### config.mk
export PLATFORM = sky130hd
export DESIGN_NAME = fir_interp2
export DESIGN_NICKNAME = d
export VERILOG_FILES = /design/src/rtl/fir_interp2.sv
export SDC_FILE = /design/constraint.sdc
export NUM_CORES = 1
export LEC_CHECK = 0
export CAP_MARGIN = 5
export CELL_PAD_IN_SITES_DETAIL_PLACEMENT = 1
export CELL_PAD_IN_SITES_GLOBAL_PLACEMENT = 1
export CORE_MARGIN = 4
export CORE_UTILIZATION = 36
export DETAILED_ROUTE_END_ITERATION = 7
export PLACE_DENSITY = 0.82
export SLEW_MARGIN = 20
export SYNTH_ARGS = -nofsm -noshare
export SYNTH_HDL_FRONTEND = slang
export SYNTH_SLANG_ARGS = --single-unit
### constraint.sdc
create_clock -name clk -period 3.2 [get_ports clk]
set_input_delay 0.96 -clock clk [delete_from_list [all_inputs] [get_ports clk]]
set_output_delay 0.96 -clock clk [all_outputs]
set_load 0.05 [all_outputs]
### src/rtl/fir_interp2.sv
// Purpose: 3-tap polyphase FIR interpolate-by-2 (even = H0*x[k] + H2*x[k-1], odd = H1*x[k]); optional flush via FIR_INTERP_FLUSH_EN.
// Latency: even sample valid the cycle after the input is accepted, odd sample follows; one input per 2 cycles.
// Backpressure: outputs held while out_ready=0; in_ready only in IDLE, or in ODD when the odd sample drains this cycle.
module fir_interp2 #(
    parameter int WIDTH  = 8,
    parameter int COEF_W = 8,
    parameter int H0     = 1,
    parameter int H1     = 2,
    parameter int H2     = 1,
    parameter int OUT_W  = WIDTH + COEF_W + 1
) (
    input  logic               clk,
    input  logic               rst,
`ifdef FIR_INTERP_FLUSH_EN
    input  logic               flush,
`endif
    input  logic               in_valid,
    output logic               in_ready,
    input  logic [WIDTH-1:0]   x_in,
    output logic               out_valid,
    input  logic               out_ready,
    output logic [OUT_W-1:0]   y_out,
    output logic               out_odd
);

    typedef enum logic [1:0] {IDLE, EVEN, ODD} state_t;

    // Coefficients trimmed to COEF_W, then sign-extended to the output width
    localparam logic signed [COEF_W-1:0] H0_C = COEF_W'(H0);
    localparam logic signed [COEF_W-1:0] H1_C = COEF_W'(H1);
    localparam logic signed [COEF_W-1:0] H2_C = COEF_W'(H2);
    localparam logic signed [OUT_W-1:0]  H0_W = OUT_W'(H0_C);
    localparam logic signed [OUT_W-1:0]  H1_W = OUT_W'(H1_C);
    localparam logic signed [OUT_W-1:0]  H2_W = OUT_W'(H2_C);

    state_t             state_q, state_d;
    logic [WIDTH-1:0]   x_cur_q, x_cur_d;
    logic [WIDTH-1:0]   x_prev_q, x_prev_d;
    logic [OUT_W-1:0]   y_q, y_d;

    logic               flush_req;
    logic               in_xfer;
    logic               out_xfer;
    logic signed [OUT_W-1:0] x_in_w;
    logic signed [OUT_W-1:0] x_cur_w;
    logic signed [OUT_W-1:0] even_sum;
    logic signed [OUT_W-1:0] odd_prod;

`ifdef FIR_INTERP_FLUSH_EN
    // Flush only takes effect while idle; it blocks input for that cycle
    assign flush_req = flush && (state_q == IDLE);
`else
    assign flush_req = 1'b0;
`endif

    // Full-precision products: every operand is sign-extended to OUT_W first
    assign x_in_w   = OUT_W'($signed(x_in));
    assign x_cur_w  = OUT_W'($signed(x_cur_q));
    assign even_sum = (x_in_w * H0_W) + (x_cur_w * H2_W);
    assign odd_prod = x_cur_w * H1_W;

    assign in_ready  = ((state_q == IDLE) && !flush_req) || ((state_q == ODD) && out_ready);
    assign out_valid = (state_q != IDLE);
    assign out_odd   = (state_q == ODD);
    assign y_out     = y_q;
    assign in_xfer   = in_valid && in_ready;
    assign out_xfer  = out_valid && out_ready;

    // Next-state, history and output-sample selection
    always_comb begin
        state_d  = state_q;
        x_cur_d  = x_cur_q;
        x_prev_d = x_prev_q;
        y_d      = y_q;
        case (state_q)
            IDLE: begin
                if (in_xfer) state_d = EVEN;
            end
            EVEN: begin
                if (out_xfer) begin
                    state_d = ODD;
                    y_d     = odd_prod;
                end
            end
            ODD: begin
                if (out_xfer) state_d = in_xfer ? EVEN : IDLE;
            end
            default: state_d = IDLE;
        endcase
        // A new sample shifts history and loads its even-phase result
        if (in_xfer) begin
            x_prev_d = x_cur_q;
            x_cur_d  = x_in;
            y_d      = even_sum;
        end
        if (flush_req) begin
            x_prev_d = '0;
            x_cur_d  = '0;
        end
    end

    // State and datapath registers with synchronous reset
    always_ff @(posedge clk) begin
        if (rst) begin
            state_q  <= IDLE;
            x_cur_q  <= '0;
            x_prev_q <= '0;
            y_q      <= '0;
        end else begin
            state_q  <= state_d;
            x_cur_q  <= x_cur_d;
            x_prev_q <= x_prev_d;
            y_q      <= y_d;
        end
    end

endmodule

==> metrics.csv, run 1 <==
stage;metric;value;unit
run_status;status;finished, final reports clean;
clock_tree;root_buffer;clkbuf_4;
global_routing;use_met1;0.1905;
placed_design;dpl.hpwl;2297;um
clock_tree;clk_latency;0.31;ns
power;p_leak;0.5843;nW
die;io-pin-count;32;
die;core_area;3078;sq um
sta;hold_viol;0;
global_routing;grt_usage;0.1564;
global_routing;globalRouteMet3Util;0.03466;
sta;relSlewSlack;0.4989;
clock_tree;clk_path_buf_depth;2;
worst_setup_path;crit_path_end_kind;output port;
placed_design;gp_congestion;0.7283;
clock_tree;clock-sinks;19;
logic_synthesis;yosysSeqAreaShare;0.3276;
drt;wl_per_cell;14.43;um
die;die_width;64.79;um
clock_tree;cts_made_buffers;3;
sta;tightestPinTransition;0.7494;ns
global_routing;first_global_vias;1173;
global_routing;overflow;0;
global_routing;antenna_found_initial;0;
sta;max_freq;0.3410;GHz
logic_synthesis;syn_area;1161;sq um
finish;final_common_cell;nand2_1;
finish;finalNetCount;194;
sta;period_share;0.9164;
placed_design;port_buffers;31;
finish;layout_common_cells;36 x nand2_1, 30 x clkdlybuf4s50_1, 19 x dfxtp_1;
finish;drive_gt1_frac;0.05814;
logic_synthesis;mappedNetlistNets;170;
finish;antenna_cells;0;
min_path;min_path_type;reg -> reg;
drt;viasPerCell;5.250;
drt;drt_iter0_drc;36;
sta;fin_skew;0.005911;ns
die;die_h;64.79;um
sta;slew_viol_final;0;
worst_setup_path;crit_fanout;3;
die;dieArea;4198;sq um
global_routing;grt_max_degree;20;
logic_synthesis;synth_seq_cells;19;
sta;finalSetupViolCount;0;
logic_synthesis;syn_avg_cell_area;7.793;sq um
clock_tree;ctsResizeCount;0;
clock_tree;clk_pin_slew;0.12;ns
drt;drt_first_pass_iters;4;
placed_design;dpl.cell_count;212;
drt;drc_errors;0;
finish;area.growth.synth_to_final;28.34;%
power;p_per_area;451.6;nW/um^2
finish;fin_cells;216;
drt;wl;3117;um
worst_setup_path;worst_ep_arrival_time;1.97;ns
logic_synthesis;synth_cells;149;
sta;finalCriticalPeriod;2.933;ns
run;max_cap_viol_count;0;
worst_setup_path;required;2.24;ns
clock_tree;cts.repair_timing.setup_buffer_count;0;
power;ir_drop;0.1574;mV
global_routing;gr-max-usage-layer;met2;
drt;vias;1134;
worst_setup_path;crit_type;in -> out;
logic_synthesis;synth-warning-count;0;
drt;postRouteAntennaNets;0;
clock_tree;cts_tree;yes;
worst_setup_path;critPathLaunchType;primary input;
global_routing;grt_pass1_wl;5244;um
die;std_cell_rows;20;
sta;rsz0062_at_grt;false;
logic_synthesis;synth.distinct_cells;35;
global_routing;met2_usage;0.2720;
clock_tree;h-tree-depth;1;
clock_tree;holdBufCountCts;0;
sta;setup_tns;0;ns
die;start_util;0.3772;
## final cells by class
type / instances / area [sq um]
fillers: 393 / 1588
multi-input cells: 112 / 678.2
flip-flops and latches: 19 / 380.4
repair buffers: 33 / 335.3
well taps: 44 / 55.05
clock buffers: 4 / 26.28
inverters: 4 / 15.01
## synthesized netlist by cell type
library cell	instances	area, sq um
clkbuf_1	2	7.510
and3_1	1	6.260
dfxtp_1	19	380.4
a31oi_1	3	18.77
nand2b_1	3	18.77
buf_4	8	60.06
nor3b_1	1	7.510
a21oi_1	17	85.08
o21ai_0	3	15.01
or2_1	1	6.260
o21a_1	1	7.510
o211ai_1	1	7.510
o21bai_1	1	7.510
a21o_1	3	22.52
nor2_2	1	6.260
inv_1	4	15.01
or4b_1	1	10.01
fa_1	1	20.02
nor2b_4	1	13.76
xor2_1	1	8.760
nand2_1	36	135.1
ha_1	8	100.1
a31o_1	1	8.760
a211oi_1	3	22.52
buf_2	4	20.02
nor2b_1	2	12.51
nor2_1	9	33.78
o31ai_1	1	7.510
a311oi_1	4	35.03
nor3b_4	1	18.77
or2_2	1	6.260
nand3_1	3	15.01
o211a_1	1	10.01
nand4_1	1	6.260
o21ai_1	1	5.000
## registers in the layout, summed over array words and instances (netlist names)
register,count
y_out,9
x_cur_q,8
state_q,2
## report_power, final
group          internal [mW]  total (mW)  leakage (nW)  switching, mW
clock                 0.0486       0.132        0.0150         0.0838
sequential             0.256       0.272         0.157         0.0161
combinational         0.0990       0.268         0.413          0.169
total                  0.404       0.673         0.584          0.269
## cell families (layout without fill, tap and decap cells)
group,count (synthesis),in the layout,share of synthesized area
and+or+nand+nor,62,62,0.2554
xor gates and xnor gates,1,1,0.007544
adders and majority gates,9,9,0.1035
AOI/OAI and AO/OA,40,40,0.2177
buffers and inverters,18,41,0.08836
DFF,19,19,0.3276
## critical path: stages
cell	delay [ns]
clkdlybuf4s50_1	0.55
nor2b_4	0.07
nor2_1	0.21
buf_12	0.17
## per-layer routing
metal / part of all wire / vias up
met5: 0 / -
met4: 0.0093 / 0
met3: 0.054 / 4
met2: 0.48 / 31
met1: 0.46 / 543
li1: - / 556
## path summary, 6_finish.rpt
check	end	slack (ns)	startpoint	cells past startpoint
max	in_ready	0.27	out_ready	4
min	y_out[0]	0.48	y_out[0]	2
max reg2reg	y_out[15]	1.22	x_cur_q[0]	8
min reg2reg	y_out[0]	0.48	y_out[0]	2
## per-stage QoR
step,power (mW),cell area [sq um],setup slack [ns],hold WS (ns),utilization
2_1_floorplan,0.4664,1161,0.5703,0.4533,-
3_3_place_gp,0.5395,1464,0.2524,0.4531,0.4756
3_5_place_dp,0.5452,1464,0.1839,0.4743,0.4756
4_1_cts,0.6730,1490,0.2662,0.4926,0.4841
5_1_grt,0.7073,1490,0.2137,0.5123,0.4841
6_report,0.6729,1490,0.2674,0.4823,0.4841
No activity file was read; power rests on OpenSTA's default activity.
==> inputs of run 2 (changes only) <==
--- a/config.mk
+++ b/config.mk
@@ -10,8 +10,10 @@
 export CELL_PAD_IN_SITES_GLOBAL_PLACEMENT = 1
 export CORE_MARGIN = 4
 export CORE_UTILIZATION = 36
+export CTS_CLUSTER_SIZE = 30
 export DETAILED_ROUTE_END_ITERATION = 7
 export PLACE_DENSITY = 0.82
+export SKIP_LAST_GASP = 1
 export SLEW_MARGIN = 20
 export SYNTH_ARGS = -nofsm -noshare
 export SYNTH_HDL_FRONTEND = slang
==> constraint.sdc (replaced) <==
create_clock -name clk -period 3.2 [get_ports clk]
set_input_delay 0.96 -clock clk [delete_from_list [all_inputs] [get_ports clk]]
set_output_delay 0.96 -clock clk [all_outputs]
set_load 0.01 [all_outputs]
==> metrics.csv, run 2 (synthesis gave the netlist of run 1 again) <==
stage;metric;value;unit;change
run_status;status;finished, final reports clean;;
clock_tree;clk_path_buf_depth;2;;unchanged
worst_setup_path;r2r_start;x_cur_q[0];;
finish;largest_register_ffs;9;;unchanged
global_routing;first_global_vias;1107;;-5.6%
global_routing;grt_max_degree;20;;unchanged
drt;drt_iter0_drc;26;;-28%
worst_setup_path;r2r-end;y_out[15];;
finish;finalNetCount;196;;+1.0%
power;p_leak;0.5896;nW;+0.91%
clock_tree;clock-sinks;19;;unchanged
global_routing;antenna_found_initial;0;;unchanged
power;clkPwrFrac;0.215;;+0.018
placed_design;gp_congestion;0.7301;;+0.25%
finish;final_common_cell;nand2_1;;
finish;area.growth.synth_to_final;28.99;%;
die;io-pin-count;32;;unchanged
placed_design;post-place-ws;-0.004918;ns;-0.1888 ns
die;dieArea;4198;sq um;unchanged
drt;viasPerCell;5.133;;-2.2%
min_path;hold_path_depth;2;;unchanged
worst_setup_path;ff2ff_path_depth;8;;unchanged
sta;finalSetupViolCount;0;;unchanged
drt;drt_first_pass_iters;4;;unchanged
global_routing;grt_pass1_wl;4905;um;-6.5%
worst_setup_path;critical_path.cell_chain;dlygate4sd2_1 -> nor2b_4 -> nor2_1 -> clkdlybuf4s50_1;;
min_path;min_path_type;reg -> reg;;
clock_tree;cts_made_buffers;3;;unchanged
power;comb_power_share;0.321;;-0.077
sta;slew_viol_final;0;;unchanged
sta;fin_ws;0.2612;ns;-0.006178 ns
die;die_h;64.79;um;unchanged
clock_tree;root_buffer;clkbuf_4;;
global_routing;grt_usage;0.1485;;-0.007889
die;std_cell_rows;20;;unchanged
worst_setup_path;crit_fanout;3;;unchanged
power;seq_power_share;0.464;;+0.059
worst_setup_path;worst_ep_arrival_time;1.98;ns;about the same
power;switching_share;0.3152;;-0.08428
placed_design;dpl.hpwl;2331;um;+1.5%
placed_design;port_buffers;31;;unchanged
sta;tightestPinTransition;0.7540;ns;+0.004591 ns
worst_setup_path;rrSetupSlack;1.21;ns;about the same
min_path;min_to;y_out[0];;
power;power;0.5865;mW;-13%
power;p_per_area;391.6;nW/um^2;-13%
sta;period_share;0.9184;;+0.001931
power;netSwitchingPower;0.1849;mW;-31%
worst_setup_path;crit_type;in -> out;;
clock_tree;clk_latency;0.31;ns;about the same
run;max_cap_viol_count;0;;unchanged
drt;wl_per_cell;13.72;um;-4.9%
sta;fin_skew;0.01069;ns;+0.004775 ns
die;start_util;0.3772;;unchanged
clock_tree;holdBufCountCts;0;;unchanged
worst_setup_path;crit_path_max_incr_delay;0.55;ns;about the same
drt;postRouteAntennaNets;0;;unchanged
worst_setup_path;crit_path_end_kind;output port;;
power;p_int;0.4016;mW;-0.60%
min_path;holdCritStartpoint;y_out[0];;
drt;wl;2992;um;-4.0%
clock_tree;h-tree-depth;1;;unchanged
finish;utilization;0.4866;;+0.002439
clock_tree;clk_pin_slew;0.12;ns;about the same
worst_setup_path;critPathLaunchType;primary input;;
die;die_width;64.79;um;unchanged
drt;vias;1119;;-1.3%
drt;drc_errors;0;;unchanged
worst_setup_path;crit_slowest_cell;clkdlybuf4s50_1;;
finish;antenna_cells;0;;unchanged
global_routing;overflow;0;;unchanged
sta;max_freq;0.3403;GHz;-0.21%
sta;rsz0062_at_grt;false;;
die;core_area;3078;sq um;unchanged
sta;hold_viol;0;;unchanged
finish;layout_common_cells;36 x nand2_1, 30 x clkdlybuf4s50_1, 19 x dfxtp_1;;
power;ir_drop;0.2336;mV;+48%
finish;drive_gt1_frac;0.06897;;+0.01083
sta;relSlewSlack;0.4958;;-0.003070
sta;finalCriticalPeriod;2.939;ns;+0.006178 ns
worst_setup_path;required;2.24;ns;about the same
clock_tree;cts_tree;yes;;
[run 2: worst max-delay path, delay by kind of cell]
kind,cells,cell delay [ns]
buffers and inverters,2,0.84
AND/OR/NAND/NOR,2,0.18
[run 2: area by class of cell]
class | count | area, sq um
repair buffers | 35 | 339.1
clock buffers | 3 | 22.52
inverters | 4 | 15.01
clock inverters | 1 | 7.507
fillers | 384 | 1580
multi-input cells | 112 | 678.2
well taps | 44 | 55.05
flip-flops and latches | 19 | 380.4
[run 2: worst max path at each step]
stage	from	to	slack [ns]	cells past startpoint
after detailed placement	out_ready	in_ready	-0.005	4
after global placement	out_ready	in_ready	0.03	4
after floorplan	x_in[4]	y_out[7]	0.84	6
final	out_ready	in_ready	0.26	4
after CTS	out_ready	in_ready	0.26	4
after global routing	out_ready	in_ready	0.24	4
[run 2: per-layer routing]
layer / wire, um / up-vias / GRT usage
met5: 0 / - / 0
met2: 1426 / 26 / 0.2644
met1: 1391 / 525 / 0.1768
met3: 131 / 5 / 0.02426
li1: - / 563 / -
met4: 42 / 0 / 0.05541
[run 2: power groups by stage]
| stage | registers, mW | logic, mW | clock network, mW |
|---|---|---|---|
| after floorplan | 0.281 | 0.109 | 0 |
| after global placement | 0.276 | 0.184 | 0 |
| after detailed placement | 0.278 | 0.190 | 0 |
| after CTS | 0.273 | 0.191 | 0.134 |
| after global routing | 0.276 | 0.207 | 0.146 |
| final | 0.272 | 0.188 | 0.126 |
[run 2: metrics by stage]
stage                     hold WS, ns  instance area [sq um]  instances  setup TNS, ns
after floorplan                0.4533                   1161        149              0
after global placement         0.4528                   1469        214              0
after detailed placement       0.4609                   1469        214      -0.004918
after CTS                      0.4815                   1498        218              0
after global routing           0.5081                   1498        218              0
final                          0.4770                   1498        218              0
[run 2: repair_timing]
item                                    4_1_cts  5_1_grt
endpoints found under the setup margin        1        0
buffers inserted                              0        0
endpoints found under the hold margin         0        0
resized for setup                             1        0
==> inputs of run 3 (changes only) <==
--- a/config.mk
+++ b/config.mk
@@ -13,6 +13,7 @@
 export CTS_CLUSTER_SIZE = 30
 export DETAILED_ROUTE_END_ITERATION = 7
 export PLACE_DENSITY = 0.82
+export SETUP_SLACK_MARGIN = 0.05
 export SKIP_LAST_GASP = 1
 export SLEW_MARGIN = 20
 export SYNTH_ARGS = -nofsm -noshare
==> results of run 3 <==
No change in the layout: final DEF, timing and power equal those of run 2.
